==> config.mk <==
export PLATFORM = sky130hd
export DESIGN_NAME = sid_envelope_bank
export DESIGN_NICKNAME = d
export VERILOG_FILES = /design/src/rtl/sid_envelope_bank.sv
export SDC_FILE = /design/constraint.sdc
export NUM_CORES = 1
export LEC_CHECK = 0
export BUFFER_PORTS_ARGS = -buffer_cell sky130_fd_sc_hd__buf_2
export CORE_UTILIZATION = 55
export DETAILED_ROUTE_END_ITERATION = 8
export GPL_TIMING_DRIVEN = 0
export PLACE_DENSITY = 0.83
export SYNTH_ARGS = -nofsm -noshare
export SYNTH_HDL_FRONTEND = slang
export SYNTH_SLANG_ARGS = --single-unit
==> constraint.sdc <==
create_clock -name clock -period 3.7 [get_ports clock]
set_input_delay 0.37 -clock clock [delete_from_list [all_inputs] [get_ports clock]]
set_output_delay 0.37 -clock clock [all_outputs]
set_load 0.01 [all_outputs]
==> src/rtl/sid_envelope_bank.sv <==
// Bank of independent SID-style ADSR envelope generators advanced by a 1 MHz enable,
// reproducing the original chip's rate-counter delay bug and exponential decay.
module sid_envelope_bank #(
    parameter int VOICES = 3,
    parameter int RATE_W = 15
) (
    input  logic                  clock,
    input  logic                  reset,
    input  logic                  ce_1m,
    input  logic [VOICES-1:0]     gate,
    input  logic [8*VOICES-1:0]   att_dec,
    input  logic [8*VOICES-1:0]   sus_rel,
    output logic [8*VOICES-1:0]   envelope,
    output logic [2*VOICES-1:0]   env_state,
    input  logic [1:0]            env_sel,
    output logic [7:0]            env_rd
);

    localparam logic [1:0] ST_RELEASE = 2'd0;
    localparam logic [1:0] ST_ATTACK  = 2'd1;
    localparam logic [1:0] ST_DEC_SUS = 2'd2;

    function automatic logic [14:0] rate_period(input logic [3:0] nib);
        case (nib)
            4'd0:    rate_period = 15'd8;
            4'd1:    rate_period = 15'd31;
            4'd2:    rate_period = 15'd62;
            4'd3:    rate_period = 15'd94;
            4'd4:    rate_period = 15'd148;
            4'd5:    rate_period = 15'd219;
            4'd6:    rate_period = 15'd266;
            4'd7:    rate_period = 15'd312;
            4'd8:    rate_period = 15'd391;
            4'd9:    rate_period = 15'd976;
            4'd10:   rate_period = 15'd1953;
            4'd11:   rate_period = 15'd3125;
            4'd12:   rate_period = 15'd3906;
            4'd13:   rate_period = 15'd11719;
            4'd14:   rate_period = 15'd19531;
            default: rate_period = 15'd31250;
        endcase
    endfunction

    logic [7:0] env_arr [VOICES];

    genvar gi;
    generate
        for (gi = 0; gi < VOICES; gi++) begin : g_voice
            logic [7:0]        env_q, env_d;
            logic [1:0]        state_q, state_d;
            logic [RATE_W-1:0] rate_q, rate_d;
            logic [4:0]        exp_cnt_q, exp_cnt_d;
            logic [4:0]        exp_per_q, exp_per_d;
            logic              hold_q, hold_d;
            logic              gate_q, gate_d;
            logic [7:0]        ad, sr;
            logic [3:0]        nib;
            logic [RATE_W-1:0] period;
            logic              rate_step, env_step;

            assign ad     = att_dec[gi*8 +: 8];
            assign sr     = sus_rel[gi*8 +: 8];
            assign period = RATE_W'(rate_period(nib));

            always_comb begin
                case (state_q)
                    ST_ATTACK:  nib = ad[7:4];
                    ST_DEC_SUS: nib = ad[3:0];
                    default:    nib = sr[3:0];
                endcase
            end

            always_comb begin
                env_d     = env_q;
                state_d   = state_q;
                rate_d    = rate_q;
                exp_cnt_d = exp_cnt_q;
                hold_d    = hold_q;
                gate_d    = gate_q;
                rate_step = 1'b0;
                env_step  = 1'b0;

                // Exponential period tracks the level every clock, independent of ce_1m.
                case (env_q)
                    8'hFF:   exp_per_d = 5'd0;
                    8'h5D:   exp_per_d = 5'd1;
                    8'h36:   exp_per_d = 5'd3;
                    8'h1A:   exp_per_d = 5'd7;
                    8'h0E:   exp_per_d = 5'd15;
                    8'h06:   exp_per_d = 5'd29;
                    8'h00:   exp_per_d = 5'd0;
                    default: exp_per_d = exp_per_q;
                endcase

                if (ce_1m) begin
                    gate_d = gate[gi];
                    // Exact-match compare: a lowered period lets the counter run through the wrap.
                    if (rate_q == period) begin
                        rate_d    = '0;
                        rate_step = 1'b1;
                    end else begin
                        rate_d = rate_q + 1'b1;
                    end

                    if (rate_step) begin
                        if (state_q == ST_ATTACK) begin
                            exp_cnt_d = 5'd0;
                            env_d     = env_q + 8'd1;
                            if (env_q == 8'hFE) state_d = ST_DEC_SUS;
                        end else if (exp_cnt_q == exp_per_q) begin
                            exp_cnt_d = 5'd0;
                            env_step  = 1'b1;
                        end else begin
                            exp_cnt_d = exp_cnt_q + 5'd1;
                        end
                    end

                    if (env_step && !hold_q) begin
                        if (state_q != ST_DEC_SUS || env_q != {sr[7:4], sr[7:4]}) begin
                            env_d = env_q - 8'd1;
                            if (env_q == 8'h01) hold_d = 1'b1;
                        end
                    end

                    if (gate[gi] && !gate_q) begin
                        state_d = ST_ATTACK;
                        hold_d  = 1'b0;
                    end else if (!gate[gi] && gate_q) begin
                        state_d = ST_RELEASE;
                    end
                end
            end

            always_ff @(posedge clock) begin
                if (reset) begin
                    env_q     <= 8'h00;
                    state_q   <= ST_RELEASE;
                    rate_q    <= '0;
                    exp_cnt_q <= 5'd0;
                    exp_per_q <= 5'd0;
                    hold_q    <= 1'b1;
                    gate_q    <= gate[gi];
                end else begin
                    env_q     <= env_d;
                    state_q   <= state_d;
                    rate_q    <= rate_d;
                    exp_cnt_q <= exp_cnt_d;
                    exp_per_q <= exp_per_d;
                    hold_q    <= hold_d;
                    gate_q    <= gate_d;
                end
            end

            assign envelope[gi*8 +: 8]  = env_q;
            assign env_state[gi*2 +: 2] = state_q;
            assign env_arr[gi]          = env_q;
        end
    endgenerate

    logic [7:0] env_rd_q, env_rd_d;

    always_comb begin
        env_rd_d = 8'h00;
        if (32'(env_sel) < VOICES) env_rd_d = env_arr[env_sel];
    end

    always_ff @(posedge clock) begin
        if (reset) env_rd_q <= 8'h00;
        else       env_rd_q <= env_rd_d;
    end

    assign env_rd = env_rd_q;

endmodule

==> impl_metrics.toml <==
[run_status]
status = "finished, violations left"
violations = "setup timing"

[yosys]
synth_xor_area_frac = 0.07487
syn_nets = 1364
seq_area_frac_synth = 0.2515
synth_edf_count = 3
syn-cell-area_um2 = 9593
synth_mux_area_frac = 0.02935
ys_seq_elements = 119
synth_cell_types = 100
synth_top_family_by_area = "simple AND/OR/NAND/NOR gates"
synthArstFlopShare = 0
syn_area_per_cell_um2 = 7.650
synth_compound_area_frac = 0.2318
yosysWarnings = 0
synth_cells = 1254
synth-main-ff-cell = "dfxtp_1"
synth_adder_area_share = 0.07043
yosys.area_share.simple = 0.2809

[cts]
clkLatencyLatePin_ps = 420
cts_sinks = 119
ctsHtreeMaxLevel = 4
clk_pin_slew_ps = 60
cts_buffer_depth = 2
numCtsBuffers = 17
cts_tree = "done"
root_buffer = "clkbuf_16"

[finish]
drive_above_1_share = 0.2458
num_antenna_cells = 0
fillCellCount = 1316
stdcell_area_um2 = 12230
area_delta_synth_final_pct = 27.47
layout.nets = 1533

[floorplan]
die-area_um2 = 17970
die_x_um = 134.1
start_util = 0.5704
rows = 47
core_area_um2 = 16820
fp.dieH_um = 134.1
num_io_pins = 94

[placed_design]
preCtsSetupSlack_ps = -833.8
port_buffers = 91
gp_congestion = 0.9714
placed_area_um2 = 10410
hpwl_um = 21220

[routing]
firstDrtPassIters = 6
vias = 10790
antenna_left = 0
routed_via_density = 6.517
drt_iter0_markers = 1208
wirelength_um = 32080
wire_per_inst_um = 19.37
remaining_drc_errors = 0

[power]
power.density_nw_per_um2 = 363.0
finalPower_mw = 4.438
ir_worst_vdd_uv = 343.7
leakagePower_nw = 4.731

[timing]
fin_ws_ps = -217.0
relSlewSlack = 0.3821
hold_violations = 0
fmax_mhz = 255.3
worstMarginPinSlew_ps = 918.4
tns_ps = -2664
fin_crit_ps = 3917
hold_ws_ps = 171.5
final-max-slew-violation-count = 0
grt_setup_unrepaired = "true"
timing.final.crit_share = 1.059
setup_viol = 31
clock_skew_ps = 9.924

[grt]
overflow = 0
grt_pass1_wl_um = 49730
grt_pass1_vias = 10010
antenna_found_initial = 0
grtUsageTotal = 0.3431
grt_max_degree = 17

[worst_setup_path]
crit_required_ps = 4050
cp_max_fo = 6
end_kind = "register"
critPathLaunchType = "register"
criticalPathCategory = "register to register"
cp.arrival_ps = 4260

[run]
maxCapViolCount = 0

[min_path]
hold_class = "input port to register"
## state kept, by name, indices dropped and copies added, names as in the netlist
register,cells
env_rd,8
g_voice.gate_q,3
g_voice.rate_q,45
g_voice.hold_q,3
g_voice.env_q,24
g_voice.exp_cnt_q,15
g_voice.exp_per_q,15
g_voice.state_q,6
## area by class of cell
cell class                 instances  area, um2  share of cell area
multi-input combinational       1002       7312              0.5980
sequential                       119       2435              0.1991
timing repair buffer             154      982.2             0.08032
clock buffer                      22      475.5             0.03888
buffer                            75      399.1             0.03264
tap                              220      275.3             0.02251
inverter                          54      230.2             0.01883
clock inverter                    10      118.9            0.009721
## worst paths after layout
kind | slack [ps] | cells after the start | end | startpoint
setup / recovery | -220 | 17 | g_voice[1].exp_cnt_q[1] | g_voice[1].state_q[0]
hold / removal | 170 | 1 | g_voice[1].gate_q | gate[1]
setup reg to reg | -220 | 17 | g_voice[1].exp_cnt_q[1] | g_voice[1].state_q[0]
hold reg to reg | 470 | 2 | g_voice[0].exp_per_q[3] | g_voice[0].exp_per_q[3]
## what timing repair did
item                       4_1_cts  5_1_grt
cloned                           1        1
hold endpoints to repair         0        0
buffers inserted                45       16
resized for setup               78       96
setup endpoints to repair       91       83
pin swaps                       39       45
hold buffers                     0        0
## stage by stage
stage / utilization / instances
2_1_floorplan: - / 1254
3_3_place_gp: 0.6191 / 1565
3_5_place_dp: 0.6191 / 1565
4_1_cts: 0.6945 / 1640
5_1_grt: 0.7271 / 1656
6_report: 0.7271 / 1656
## kinds of logic after synthesis
kind of cell    count (synthesis)
compound gates                314
xor+xnor                       82
fa+ha+maj                      54
buf+inv                       133
flops                         119
mux                            27
simple gates                  525
## Yosys cell counts (all sizes together), types with 6 or more instances
library cell | count | share of area
inv | 52 | 0.020
nand2b | 20 | 0.013
mux2i | 18 | 0.019
mux2 | 9 | 0.011
a221oi | 13 | 0.014
nor2b | 19 | 0.013
or2 | 7 | 0.0046
a221o | 10 | 0.012
nor4 | 9 | 0.0065
clkbuf | 55 | 0.023
xnor2 | 46 | 0.042
a31oi | 8 | 0.0052
o22ai | 7 | 0.0046
or4 | 8 | 0.0067
and2 | 6 | 0.0039
and3 | 24 | 0.016
nand4 | 37 | 0.024
ha | 54 | 0.070
a22oi | 11 | 0.0086
a22o | 16 | 0.016
nor3 | 36 | 0.019
a211oi | 16 | 0.013
xor2 | 36 | 0.033
or3 | 32 | 0.022
o211ai | 9 | 0.0070
a211o | 8 | 0.0073
nor3b | 7 | 0.0055
o31ai | 11 | 0.0086
buf | 22 | 0.015
nor2 | 143 | 0.057
a311oi | 6 | 0.0055
dfxtp | 116 | 0.24
nand2 | 93 | 0.038
o21ai | 68 | 0.037
o21a | 6 | 0.0055
a21oi | 68 | 0.035
nand3 | 61 | 0.032
and4 | 6 | 0.0055
## layer usage
metal  track usage  routed length, um
met1        0.4396              13080
met2        0.5599              14950
met3       0.07143               2978
met4        0.1417               1085
met5             0                  0
## power breakdown
group / total [mW] / switching, mW / internal [mW]
Clock: 1.67 / 0.621 / 1.05
Sequential: 1.32 / 0.0229 / 1.30
Combinational: 1.44 / 0.831 / 0.611
Total: 4.44 / 1.47 / 2.96
## cell usage in the layout (no fill, tap or decap), types with 24 or more instances in the layout
cell type,count
nand2_1,82
or3_1,28
ha_1,39
xor2_1,34
nand3_1,60
and3_1,24
nor2_1,129
dfxtp_1,110
nor3_1,34
inv_1,41
buf_4,53
clkbuf_1,55
xnor2_1,45
a21oi_1,59
buf_2,95
o21ai_0,52
nand4_1,37
## critical path: stages (launching register included)
cell and delay (ps):
dfxtp_4 380, inv_4 40, ha_4 240, buf_8 130, a221o_2 360, nand2_4 120
inv_8 50, ha_4 180, or2_4 220, o211ai_1 90, o211a_1 210, or3_4 130
nand4_1 110, or4_4 450, or3_4 470, buf_8 160, or3_1 370, a21oi_2 120
No activity file was read; power rests on OpenSTA's default activity.
